### src/rtl/seg7_pkg.sv
// Shared constants for the seven-segment scan controller: blank pattern,
// hex font (active-low {dp,g..a}) and display mode encodings.
package seg7_pkg;

  // All segments and the decimal point off (active low).
  localparam logic [7:0] SEG_OFF = 8'hff;

  // Hex font, entry n is the pattern for nibble n; bit 7 (dp) is off in every entry.
  localparam logic [15:0][7:0] HEX_FONT = {
    8'h8e, 8'h86, 8'ha1, 8'hc6, 8'h83, 8'h88, 8'h90, 8'h80,
    8'hf8, 8'h82, 8'h92, 8'h99, 8'hb0, 8'ha4, 8'hf9, 8'hc0
  };

  // Display mode: hex decode of one nibble per digit, or a raw segment byte per digit.
  typedef enum logic {
    MODE_HEX = 1'b0,
    MODE_RAW = 1'b1
  } disp_mode_e;

endpackage

### src/rtl/seg7_hex_font.sv
// Combinational hex font lookup: nibble to seven active-low segments {g..a}.
module seg7_hex_font
  import seg7_pkg::*;
(
  input  logic [3:0] nibble,
  output logic [6:0] seg7
);

  // Table lookup; the dp bit is handled by the caller.
  always_comb begin
    seg7 = HEX_FONT[nibble][6:0];
  end

endmodule

### src/rtl/seg7_scan_ctrl.sv
// Multiplexed seven-segment scan controller. A prescaler paces digit slots,
// a double buffer (staging -> display at frame boundary) keeps frames
// tear-free, and blanking, blink, leading-zero suppression and PWM brightness
// decide whether the current digit is lit.
//
// The pin registers are loaded from the next-state values (pre_d, dig_d,
// disp_*_d), so the pins always show the digit held in dig_q/pre_q, and the
// cycle in which o_frame is high is the first one showing digit 0 with the
// freshly transferred display data.
module seg7_scan_ctrl
  import seg7_pkg::*;
#(
  parameter int N_DIGITS     = 8,
  parameter int SCAN_DIV     = 16384,
  parameter int BLINK_FRAMES = 32
) (
  input  logic                  clk,
  input  logic                  rstn,
  input  logic                  disp_mode,
  input  logic [8*N_DIGITS-1:0] i_data,
  input  logic                  i_load,
  input  logic [N_DIGITS-1:0]   i_dp_mask,
  input  logic [N_DIGITS-1:0]   i_blank,
  input  logic [N_DIGITS-1:0]   i_blink,
  input  logic                  i_lz_en,
  input  logic [3:0]            i_bright,
  output logic [7:0]            o_seg,
  output logic [N_DIGITS-1:0]   o_sel,
  output logic                  o_frame
);

  localparam int PRE_W = $clog2(SCAN_DIV);
  localparam int DIG_W = $clog2(N_DIGITS);
  localparam int FR_W  = (BLINK_FRAMES > 1) ? $clog2(BLINK_FRAMES) : 1;

  localparam logic [PRE_W-1:0] PRE_MAX = PRE_W'(SCAN_DIV - 1);
  localparam logic [DIG_W-1:0] DIG_MAX = DIG_W'(N_DIGITS - 1);
  localparam logic [FR_W-1:0]  FR_MAX  = FR_W'(BLINK_FRAMES - 1);

  // Scan position
  logic [PRE_W-1:0] pre_q, pre_d;
  logic [DIG_W-1:0] dig_q, dig_d;
  logic             pre_wrap, boundary;

  // Staging and display buffers
  logic [8*N_DIGITS-1:0] stg_data_q, stg_data_d, disp_data_q, disp_data_d;
  logic [N_DIGITS-1:0]   stg_dp_q, stg_dp_d, disp_dp_q, disp_dp_d;
  logic [N_DIGITS-1:0]   stg_blank_q, stg_blank_d, disp_blank_q, disp_blank_d;
  logic [N_DIGITS-1:0]   stg_blink_q, stg_blink_d, disp_blink_q, disp_blink_d;

  // Blink timing
  logic [FR_W-1:0] fcnt_q, fcnt_d;
  logic            blink_on_q, blink_on_d;

  // Pin registers
  logic [7:0]          seg_q, seg_d;
  logic [N_DIGITS-1:0] sel_q, sel_d;
  logic                frame_q, frame_d;

  // Output datapath helpers
  logic [6:0]          font7;
  logic [3:0]          nib;
  logic [7:0]          lit_seg;
  logic [3:0]          ph;
  logic [N_DIGITS-1:0] lz_dark;
  logic                all_zero;
  logic                dark;

  // Prescaler and digit index advance; boundary marks the last cycle of a frame.
  always_comb begin
    pre_wrap = (pre_q == PRE_MAX);
    boundary = pre_wrap && (dig_q == DIG_MAX);
    pre_d    = pre_wrap ? '0 : pre_q + 1'b1;
    dig_d    = dig_q;
    if (pre_wrap) begin
      dig_d = (dig_q == DIG_MAX) ? '0 : dig_q + 1'b1;
    end
  end

  // Staging captures on load; display takes staging (or a coincident load) only at the boundary.
  always_comb begin
    stg_data_d   = i_load ? i_data    : stg_data_q;
    stg_dp_d     = i_load ? i_dp_mask : stg_dp_q;
    stg_blank_d  = i_load ? i_blank   : stg_blank_q;
    stg_blink_d  = i_load ? i_blink   : stg_blink_q;
    disp_data_d  = disp_data_q;
    disp_dp_d    = disp_dp_q;
    disp_blank_d = disp_blank_q;
    disp_blink_d = disp_blink_q;
    if (boundary) begin
      disp_data_d  = stg_data_d;
      disp_dp_d    = stg_dp_d;
      disp_blank_d = stg_blank_d;
      disp_blink_d = stg_blink_d;
    end
  end

  // Frame counter for blink; phase flips each time the counter wraps.
  always_comb begin
    fcnt_d     = fcnt_q;
    blink_on_d = blink_on_q;
    if (boundary) begin
      if (fcnt_q == FR_MAX) begin
        fcnt_d     = '0;
        blink_on_d = ~blink_on_q;
      end else begin
        fcnt_d = fcnt_q + 1'b1;
      end
    end
  end

  // Leading-zero map: digit k is dark when nibbles k..top are all zero; digit 0 never.
  always_comb begin
    lz_dark  = '0;
    all_zero = 1'b1;
    for (int k = N_DIGITS - 1; k >= 1; k--) begin
      all_zero   = all_zero & (disp_data_d[4*k +: 4] == 4'h0);
      lz_dark[k] = all_zero;
    end
  end

  seg7_hex_font u_font (
    .nibble (nib),
    .seg7   (font7)
  );

  // Pin values for the next scan position: pick the pattern, then apply all dark conditions.
  always_comb begin
    nib = disp_data_d[4*dig_d +: 4];
    ph  = pre_d[PRE_W-1 -: 4];
    if (disp_mode_e'(disp_mode) == MODE_RAW) begin
      lit_seg = disp_data_d[8*dig_d +: 8];
    end else begin
      lit_seg = {~disp_dp_d[dig_d], font7};
    end
    dark = disp_blank_d[dig_d]
         | (disp_blink_d[dig_d] & ~blink_on_d)
         | ((disp_mode_e'(disp_mode) == MODE_HEX) & i_lz_en & lz_dark[dig_d])
         | (ph > i_bright);
    seg_d   = dark ? SEG_OFF : lit_seg;
    sel_d   = dark ? '1 : ~(N_DIGITS'(1) << dig_d);
    frame_d = boundary;
  end

  // State and pin registers.
  always_ff @(posedge clk or negedge rstn) begin
    if (!rstn) begin
      pre_q        <= '0;
      dig_q        <= '0;
      stg_data_q   <= '0;
      stg_dp_q     <= '0;
      stg_blank_q  <= '0;
      stg_blink_q  <= '0;
      disp_data_q  <= '0;
      disp_dp_q    <= '0;
      disp_blank_q <= '0;
      disp_blink_q <= '0;
      fcnt_q       <= '0;
      blink_on_q   <= 1'b1;
      seg_q        <= SEG_OFF;
      sel_q        <= '1;
      frame_q      <= 1'b0;
    end else begin
      pre_q        <= pre_d;
      dig_q        <= dig_d;
      stg_data_q   <= stg_data_d;
      stg_dp_q     <= stg_dp_d;
      stg_blank_q  <= stg_blank_d;
      stg_blink_q  <= stg_blink_d;
      disp_data_q  <= disp_data_d;
      disp_dp_q    <= disp_dp_d;
      disp_blank_q <= disp_blank_d;
      disp_blink_q <= disp_blink_d;
      fcnt_q       <= fcnt_d;
      blink_on_q   <= blink_on_d;
      seg_q        <= seg_d;
      sel_q        <= sel_d;
      frame_q      <= frame_d;
    end
  end

  assign o_seg   = seg_q;
  assign o_sel   = sel_q;
  assign o_frame = frame_q;

endmodule

### config.mk
export PLATFORM = sky130hd
export DESIGN_NAME = seg7_scan_ctrl
export DESIGN_NICKNAME = d
export VERILOG_FILES = /design/src/rtl/seg7_pkg.sv /design/src/rtl/seg7_hex_font.sv /design/src/rtl/seg7_scan_ctrl.sv
export SDC_FILE = /design/constraint.sdc
export NUM_CORES = 1
export LEC_CHECK = 0
export CORE_ASPECT_RATIO = 0.7
export CORE_MARGIN = 4
export CORE_UTILIZATION = 56
export DETAILED_ROUTE_END_ITERATION = 6
export PLACE_DENSITY_LB_ADDON = 0.25
export SKIP_CTS_REPAIR_TIMING = 1
export SLEW_MARGIN = 10
export SYNTH_ARGS = -nofsm -noshare
export SYNTH_HDL_FRONTEND = slang
export SYNTH_HIERARCHICAL = 1
export SYNTH_SLANG_ARGS = --single-unit
### constraint.sdc
create_clock -name clk -period 5.7 [get_ports clk]
set_clock_uncertainty 0.1 [all_clocks]
set_input_delay 1.14 -clock clk [delete_from_list [all_inputs] [get_ports clk]]
set_output_delay 1.14 -clock clk [all_outputs]
set_load 0.03 [all_outputs]
; ---- Word level (Yosys, flattened, before mapping)
; Memory sizes are Yosys's and may differ from the RTL's.
; Index checks and enable logic that the tools add are counted.
; Widths: inputs -> output; s select.
[classes]
add_sub_neg = 3
n_lt_le_gt_ge = 3
n_eq_ne = 3
shifts = 3
mux = 26
bitwise_logic = 17
n_reduce_logical = 8
[ops]
columns = cell, n
row1 = $mux 64, 2
row2 = $mux 8, 9
row3 = $shiftx 64x6->4, 1
row4 = $shiftx 64x7->8, 1
row5 = $logic_not 4->1, 7
row6 = $add 14x1->14 const B, 1
row7 = $eq 14x14->1 const B, 1
row8 = $mux 14, 1
row9 = $bmux 1 s3, 4
row10 = $and 1x1->1, 9
row11 = $not 8->8, 1
row12 = $shl 1x3->8 const A, 1
row13 = $mux 7, 1
row14 = $mux 1, 6
row15 = $mux 3, 2
row16 = $add 5x1->5 const B, 1
row17 = $eq 5x5->1 const B, 1
row18 = $lt 4x5->1 const B, 1
row19 = $mux 5, 1
row20 = $gt 4x4->1, 1
row21 = $lt 3x4->1 const B, 1
row22 = $not 1->1, 4
row23 = $add 3x1->3 const B, 1
row24 = $eq 3x3->1 const B, 1
row25 = 2 further kinds, 4
[word_totals]
register_bits = 216
romBits = 128
in_bits = 97
output_inout_bits = 17
word_cells = 79
mem_count = 1
[mem_list]
columns = name, depth, width, read_ports, rd_ports_with_merged_regs, wr, line
row1 = (name not given), 16, 8, 1, 0, 0, seg7_hex_font.sv:11  ; seg7 = HEX_FONT[nibble][6:0];

; ---- Depth between registers and ports, before layout
; Gate-level depths: netlist (run 1).
[logic_depth]
ltp_word = 16
mapped_depth = 22
mapped_depth_nobuf = 18

; ---- Hierarchy
; Netlist (run 1), hierarchy kept.
[modules_own_cells]
columns = mod, n_inst, cells_per_inst, area_each_um2, seq_area_each_um2
row1 = seg7_scan_ctrl, 1, 780, 9585.4, 5426.5
row2 = seg7_hex_font, 1, 32, 275.3, 0.0

; ---- Worst setup path after synthesis (run 1)
; Ideal clock, no wire load.
[synth_path]
path_type = in2reg
from = input port i_load
to = register seg_q[0] (netlist: o_seg[0])
setup_time_ns = 0.061
arrival_time_ns = 4.493
required_ns = 5.539
slack_ns = 1.046
stages = 17
path_buffers = 5
path_cell_list = buf_2 buf_2 buf_2 buf_2 buf_2 mux2_2 mux2_2 and2_1 a211oi_1 o21ai_0 inv_1 ha_1 and2b_2 or3b_1 o21ai_0 o21ai_0 nand2_1
[synth_between]
word_cells_on_any_way = 36
cone_classes = shift: 2 / mux: 15 / bitwise: 11 / reduce/logical: 7 / memory: 1
[synth_lines]
columns = item, line
row1 = from (decl), seg7_scan_ctrl.sv:21  ; input logic i_load,
row2 = $mux 64, seg7_scan_ctrl.sv:82  ; stg_data_d = i_load ? i_data : stg_data_q;
row3 = named net stg_data_d[1], seg7_scan_ctrl.sv:46  ; logic [8*N_DIGITS-1:0] stg_data_q, stg_data_d, disp_data_q, disp_data_d;
row4 = $mux 64, seg7_scan_ctrl.sv:90  ; if (boundary) begin
row5 = named net disp_data_d[1], seg7_scan_ctrl.sv:46
row6 = $shiftx 64x6->4, seg7_scan_ctrl.sv:129  ; nib = disp_data_d[4*dig_d +: 4];
row7 = named net nib[1], seg7_scan_ctrl.sv:62  ; logic [3:0] nib;
row8 = $mem_v2 16x8, -
row9 = $mux 7 (not written as such), seg7_hex_font.sv:11
row10 = named net font7[0], seg7_scan_ctrl.sv:61  ; logic [6:0] font7;
row11 = $mux 8, seg7_scan_ctrl.sv:131  ; if (disp_mode_e'(disp_mode) == MODE_RAW) begin
row12 = $mux 8, seg7_scan_ctrl.sv:140  ; seg_d = dark ? SEG_OFF : lit_seg;
row13 = named net seg_d[0], seg7_scan_ctrl.sv:56  ; logic [7:0] seg_q, seg_d;
row14 = to (signal assigned), seg7_scan_ctrl.sv:176  ; seg_q <= seg_d;
row15 = to (decl), seg7_scan_ctrl.sv:56
; The timed path passes the listed nets, and every way through them passes these cells. The select of a mux whose other input is x is not followed.
; A chain may end at the register's enable or synchronous reset.

; ---- Final worst setup path (run 1)
[layout_path]
from = register pre_q[0]
to = register seg_q[3] (netlist: o_seg[3])
[layout_between]
word_cells_on_any_way = 41
cone_classes = add/sub: 1 / order compare: 1 / eq/ne: 1 / shift: 2 / mux: 15 / bitwise: 12 / reduce/logical: 8 / memory: 1
[layout_lines]
columns = item, line
row1 = from (decl), seg7_scan_ctrl.sv:41  ; logic [PRE_W-1:0] pre_q, pre_d;
row2 = from (signal assigned), seg7_scan_ctrl.sv:164  ; pre_q <= pre_d;
row3 = $eq 14x14->1 (*), seg7_scan_ctrl.sv:71  ; pre_wrap = (pre_q == PRE_MAX);
row4 = $logic_and 1x1->1, seg7_scan_ctrl.sv:72  ; boundary = pre_wrap && (dig_q == DIG_MAX);
row5 = $mux 64, seg7_scan_ctrl.sv:90
row6 = $shiftx 64x6->4 (*), seg7_scan_ctrl.sv:129
row7 = named net nib[0], seg7_scan_ctrl.sv:62
row8 = $mem_v2 16x8 (*), -
row9 = $mux 7 (not written as such) (*), seg7_hex_font.sv:11
row10 = named net font7[3], seg7_scan_ctrl.sv:61
row11 = $mux 8 (*), seg7_scan_ctrl.sv:131
row12 = $mux 8 (*), seg7_scan_ctrl.sv:140
row13 = named net seg_d[3], seg7_scan_ctrl.sv:56
; The timed path passes the listed nets; every way through them passes the cells marked *. The select of a mux whose other input is x is not followed.

==> results of run 1 <==
==> sequential cells by signal (all words and copies together) (netlist names) <==
signal,flops
stg_dp_q,8
dig_q,3
o_seg,8
disp_data_q,64
blink_on_q,1
fcnt_q,5
stg_blink_q,8
o_sel,8
pre_q,14
stg_data_q,64
stg_blank_q,8
disp_blink_q,8
disp_dp_q,8
o_frame,1
disp_blank_q,8
==> power by group <==
part	switching, µW	leakage, µW	total [µW]	internal, µW
registers	28.4	0.00264	1660	1640
clock network	577	0.000355	1400	821
logic	167	0.00240	345	177
==> final cells by class <==
type / instances / area share
inverters: 29 / 0.00934
clock inverters: 8 / 0.00629
flip-flops and latches: 216 / 0.455
well taps: 231 / 0.0242
repair buffers: 130 / 0.108
multi-input cells: 521 / 0.345
clock buffers: 30 / 0.0529
==> cell families after synthesis <==
logic type,share of synthesized area
compound gates,0.0888
buf+inv,0.0340
xor+xnor,0.00888
flops,0.550
mux,0.207
simple gates,0.0905
fa+ha+maj,0.0203
==> metrics by stage <==
stage	setup WS, ns	instance area (µm²)	utilization
after floorplan	1.05	9860	-
after global placement	1.16	11200	0.652
after detailed placement	0.892	11200	0.652
after CTS	0.859	11900	0.693
after global routing	0.560	11900	0.693
final	0.828	11900	0.693
==> Yosys cell counts, types with 5 or more instances <==
| master | instances | area share |
|---|---|---|
| a211oi_1 | 26 | 0.020 |
| a21o_1 | 9 | 0.0069 |
| a21oi_1 | 26 | 0.013 |
| and2_1 | 19 | 0.012 |
| and3_1 | 7 | 0.0044 |
| buf_2 | 23 | 0.012 |
| clkbuf_1 | 17 | 0.0065 |
| dfrtp_1 | 199 | 0.51 |
| dfstp_2 | 17 | 0.045 |
| ha_1 | 16 | 0.020 |
| inv_1 | 27 | 0.010 |
| mux2_2 | 153 | 0.17 |
| mux2i_1 | 26 | 0.026 |
| nand2_1 | 55 | 0.021 |
| nand3_1 | 19 | 0.0096 |
| nand4_1 | 6 | 0.0038 |
| nor2_1 | 36 | 0.014 |
| nor2b_1 | 10 | 0.0063 |
| nor3_1 | 7 | 0.0036 |
| o211ai_1 | 7 | 0.0053 |
| o21ai_0 | 35 | 0.018 |
| o311ai_0 | 5 | 0.0044 |
| xnor2_1 | 5 | 0.0044 |
| xor2_1 | 5 | 0.0044 |
==> routing by layer <==
metal / wire, µm / up-vias
met1: 11400 / 3284
met2: 10100 / 178
li1: - / 3086
met3: 1200 / 25
met4: 280 / 0
met5: 0 / -
==> final timing paths <==
path	depth (start not counted)	slack (ns)	endpoint	start
setup / recovery	14	0.83	o_seg[3]$_DFF_PN1_	pre_q[0]$_DFF_PN0_
hold / removal	1	0.38	disp_data_q[50]$_DFF_PN0_	disp_data_q[50]$_DFF_PN0_
setup reg to reg	14	0.83	o_seg[3]$_DFF_PN1_	pre_q[0]$_DFF_PN0_
hold reg to reg	1	0.38	disp_data_q[50]$_DFF_PN0_	disp_data_q[50]$_DFF_PN0_
max in group asynchronous	2	3.78	stg_data_q[12]$_DFF_PN0_	rstn
min in group asynchronous	1	0.50	pre_q[10]$_DFF_PN0_	rstn
==> impl_metrics.env, run 1 <==
export IMPL_fp_dieH_um=119
export IMPL_path_clk_slew_ns=0.06
export IMPL_placement_rows=40
export IMPL_finalCritPeriodShare=0.855
export IMPL_seqCellArea_um2=5430
export IMPL_syn_area_per_cell_um2=12.1
export IMPL_use_met2=0.352
export IMPL_cts_buffers=21
export IMPL_syn_inst=812
export IMPL_synth_main_ff_cell="dfrtp_1"
export IMPL_tightest_slew_ns=1.08
export IMPL_multiInputGateArea_um2=4110
export IMPL_numPlacedInstances=1127
export IMPL_grt_use_met1=0.358
export IMPL_power_uw=3410
export IMPL_grt_setup_unrepaired="no"
export IMPL_status="complete, no violations"
export IMPL_hold_violations=0
export IMPL_vias=6573
export IMPL_via_per_inst=5.64
export IMPL_max_freq_ghz=0.205
export IMPL_maxSlewHeadroom=0.271
export IMPL_diodes=0
export IMPL_ctsRootBufferMaster="clkbuf_16"
export IMPL_overflow=0
export IMPL_drc_errors=0
export IMPL_setup_viol=0
export IMPL_syn_area_um2=9860
export IMPL_cp_slowest_cell="mux2i_4"
export IMPL_async_reset_ff_frac=1.00
export IMPL_drive_above_1_share=0.248
export IMPL_die_area_um2=19800
export IMPL_core_area_um2=17200
export IMPL_layout_cells_non_filler=1165
export IMPL_initial_utilization=0.573
export IMPL_firstDrtPassIters=5
export IMPL_fin_setup_tns_ns=0
export IMPL_p_per_area_nw_per_um2=286
export IMPL_slowest_delay_ns=0.66
export IMPL_die_width_um=167
export IMPL_grt_max_degree=156
export IMPL_worstSetupStartpointType="flop"
export IMPL_io_pins=114
export IMPL_yosysSeqAreaShare=0.550
export IMPL_clock_path_buffers=3
export IMPL_arrival_ns=5.16
export IMPL_path_delay_family="multiplexers"
export IMPL_ys_ff_latch=216
export IMPL_grt_met3_usage=0.0395
export IMPL_fin_crit_ns=4.87
export IMPL_hold_slack_ns=0.378
export IMPL_syn_nets=925
export IMPL_synth_edf_count=0
export IMPL_place_congestion=0.886
export IMPL_cts_sinks=216
export IMPL_peakVddDrop_v=0.000244
export IMPL_avgRoutedWirePerCell_um=19.7
export IMPL_crit_required_ns=5.99
export IMPL_hold_path_class="flop to flop"
export IMPL_power_leakage_uw=0.00539
export IMPL_cts_max_level=1
export IMPL_grt_usage=0.231
export IMPL_critPathMaxFanout=46
export IMPL_dp_hpwl_um=16000
export IMPL_final_cell_mix="dfrtp_1, mux2_2, clkdlybuf4s50_1, nand2_1, nor2_1"
export IMPL_wl_um=23000
export IMPL_drv_slew=0
export IMPL_cts_tree="done"
export IMPL_fillCellCount=1281
export IMPL_clk_latency_ns=0.50
export IMPL_grt_pass1_wl_um=37100
export IMPL_portBuffers=113
export IMPL_grt_busiest_layer="met1"
export IMPL_syn_to_final_growth_pct=21.0
export IMPL_nNetsFinal=1032
export IMPL_synth_warnings=6
export IMPL_grt_pass1_vias=6892
export IMPL_path_buf_inv=3
export IMPL_drv_cap=0
export IMPL_endpoint_kind="flop"
export IMPL_route_antenna_remaining_nets=0
export IMPL_antenna_found_initial=0
export IMPL_drt_iter0_markers=448
export IMPL_layout_commonest_cell="dfrtp_1"
export IMPL_synth_cell_types=57
export IMPL_worstPathCellList="ha_1 > and4_1 > and4_1 > mux2i_4 > inv_4 > a211oi_1 > a31oi_1 > a21oi_1 > inv_1 > ha_1 > inv_1 > mux4_1 > o21ai_0 > nand2_1"
export IMPL_criticalPathCategory="flop to flop"
No activity file was read; power rests on OpenSTA's default activity.
==> run 2, diff against run 1 <==
--- a/config.mk
+++ b/config.mk
@@ -11,6 +11,7 @@
 export DETAILED_ROUTE_END_ITERATION = 6
 export PLACE_DENSITY_LB_ADDON = 0.25
 export SKIP_CTS_REPAIR_TIMING = 1
+export SKIP_LAST_GASP = 1
 export SLEW_MARGIN = 10
 export SYNTH_ARGS = -nofsm -noshare
 export SYNTH_HDL_FRONTEND = slang
==> results of run 2 <==
Same layout as run 1: the final DEF is identical, and so are final timing and power.
==> run 3, diff against run 2 <==
--- a/config.mk
+++ b/config.mk
@@ -5,9 +5,12 @@
 export SDC_FILE = /design/constraint.sdc
 export NUM_CORES = 1
 export LEC_CHECK = 0
+export CELL_PAD_IN_SITES_DETAIL_PLACEMENT = 0
+export CELL_PAD_IN_SITES_GLOBAL_PLACEMENT = 1
 export CORE_ASPECT_RATIO = 0.7
 export CORE_MARGIN = 4
-export CORE_UTILIZATION = 56
+export CORE_UTILIZATION = 45
+export CTS_CLUSTER_SIZE = 8
 export DETAILED_ROUTE_END_ITERATION = 6
 export PLACE_DENSITY_LB_ADDON = 0.25
 export SKIP_CTS_REPAIR_TIMING = 1
==> impl_metrics.env, run 3 (synthesis gave the netlist of run 1 again) <==
export IMPL_status="complete, no violations"
export IMPL_drt_iter0_markers=466
export IMPL_grt_max_degree=144
export IMPL_critPathMaxFanout=21
export IMPL_fin_setup_tns_ns=0
export IMPL_arrival_ns=5.11
export IMPL_power_frac_clock=0.444
export IMPL_diodes=0
export IMPL_p_comb_frac=0.096
export IMPL_grt_pass1_vias=6701
export IMPL_largest_registers="disp_data_q (64), stg_data_q (64), pre_q (14)"
export IMPL_seqCellArea_um2=5430
export IMPL_overflow=0
export IMPL_nNetsFinal=1043
export IMPL_path_clk_slew_ns=0.06
export IMPL_hold_violations=0
export IMPL_drive_above_1_share=0.241
export IMPL_ctsRootBufferMaster="clkbuf_16"
export IMPL_firstDrtPassIters=5
export IMPL_worstPathCellList="ha_1 > and4_1 > and4_1 > mux2i_4 > inv_4 > o21ai_0 > a221oi_1 > o21ai_0 > buf_4 > mux4_1 > o21ai_0 > nand2_1"
export IMPL_fillCellCount=1871
export IMPL_cts_tree="done"
export IMPL_avgRoutedWirePerCell_um=18.3
export IMPL_layout_commonest_cell="dfrtp_1"
export IMPL_via_per_inst=5.25
export IMPL_core_area_um2=21600
export IMPL_die_area_um2=24400
export IMPL_fin_crit_ns=4.78
export IMPL_grt_pass1_wl_um=37200
export IMPL_cts_buffers=30
export IMPL_cts_sinks=216
export IMPL_worstSetupStartpointType="flop"
export IMPL_max_freq_ghz=0.209
export IMPL_syn_to_final_growth_pct=23.3
export IMPL_cp_slowest_cell="o21ai_0"
export IMPL_p_per_area_nw_per_um2=298
export IMPL_maxSlewHeadroom=0.303
export IMPL_drc_errors=0
export IMPL_critPathMostFrequentCell="o21ai_0"
export IMPL_finalCritPeriodShare=0.839
export IMPL_antenna_found_initial=0
export IMPL_p_sw_frac=0.226
export IMPL_vias=6493
export IMPL_route_antenna_remaining_nets=0
export IMPL_path_buf_inv=2
export IMPL_switchingPower_uw=819
export IMPL_slowest_delay_ns=0.84
export IMPL_initial_utilization=0.456
export IMPL_setup_viol=0
export IMPL_seq_power_share=0.460
export IMPL_grt_setup_unrepaired="no"
export IMPL_crit_required_ns=6.03
export IMPL_clock_path_buffers=3
export IMPL_internal_power_uw=2800
export IMPL_cts_max_level=1
export IMPL_placement_rows=45
export IMPL_die_width_um=185
export IMPL_peakVddDrop_v=0.000194
export IMPL_final_cell_mix="dfrtp_1, mux2_2, clkdlybuf4s50_1, nand2_1, nor2_1"
export IMPL_fp_dieH_um=132
export IMPL_power_uw=3620
export IMPL_hold_path_class="flop to flop"
export IMPL_portBuffers=113
export IMPL_place_congestion=0.877
export IMPL_hold_slack_ns=0.368
export IMPL_multiInputGateArea_um2=4110
export IMPL_clk_latency_ns=0.53
export IMPL_power_leakage_uw=0.00545
export IMPL_path_delay_family="compound AO/OA/AOI/OAI gates"
export IMPL_criticalPathCategory="flop to flop"
export IMPL_endpoint_kind="flop"
export IMPL_dp_hpwl_um=15500
export IMPL_grt_usage=0.188
export IMPL_wl_um=22600
export IMPL_drv_slew=0
export IMPL_tightest_slew_ns=1.03
export IMPL_drv_cap=0
export IMPL_io_pins=114
run 3: layout make-up:
class                   instances  share of cell area
flip-flops and latches        216               0.446
clock inverters                 1             0.00134
repair buffers                132               0.107
multi-input cells             521               0.338
inverters                      29             0.00916
clock buffers                  55              0.0694
well taps                     282              0.0290
run 3: final timing paths:
check | startpoint | end | slack [ns] | cells past startpoint
max | pre_q[0]$_DFF_PN0_ | o_seg[3]$_DFF_PN1_ | 0.92 | 12
min | fcnt_q[4]$_DFFE_PN0N_ | fcnt_q[4]$_DFFE_PN0N_ | 0.37 | 2
max reg2reg | pre_q[0]$_DFF_PN0_ | o_seg[3]$_DFF_PN1_ | 0.92 | 12
min reg2reg | fcnt_q[4]$_DFFE_PN0N_ | fcnt_q[4]$_DFFE_PN0N_ | 0.37 | 2
max in group asynchronous | rstn | disp_data_q[31]$_DFF_PN0_ | 3.83 | 2
min in group asynchronous | rstn | stg_data_q[35]$_DFF_PN0_ | 0.51 | 1
run 3: routing by layer:
metal | GRT usage | wire length [µm] | up-vias
li1 | - | - | 3135
met1 | 0.292 | 11400 | 3179
met2 | 0.276 | 9660 | 148
met3 | 0.0350 | 1160 | 31
met4 | 0.0350 | 348 | 0
met5 | 0 | 0 | -
run 3: power by group through the flow:
stage	logic, µW	clock network (µW)	registers [µW]
2_1_floorplan	174	0	1700
3_3_place_gp	348	0	1690
3_5_place_dp	351	0	1690
4_1_cts	354	1650	1670
5_1_grt	384	1720	1670
6_report	347	1610	1670
run 3: worst register-to-register path, stage by stage (launching register included):
cell	delay [ns]
dfrtp_1	0.39
ha_1	0.24
and4_1	0.26
and4_1	0.51
mux2i_4	0.75
inv_4	0.23
o21ai_0	0.22
a221oi_1	0.10
o21ai_0	0.84
buf_4	0.29
mux4_1	0.54
o21ai_0	0.16
nand2_1	0.08
run 3: through the flow:
| step | cell area [µm²] | instances | util | worst slack [ns] |
|---|---|---|---|---|
| 3_3_place_gp | 11300 | 1180 | 0.523 | 1.12 |
| 4_1_cts | 12200 | 1236 | 0.563 | 0.944 |
| 6_report | 12200 | 1236 | 0.563 | 0.916 |
| 3_5_place_dp | 11300 | 1180 | 0.523 | 0.950 |
| 2_1_floorplan | 9860 | 812 | - | 1.05 |
| 5_1_grt | 12200 | 1236 | 0.563 | 0.542 |
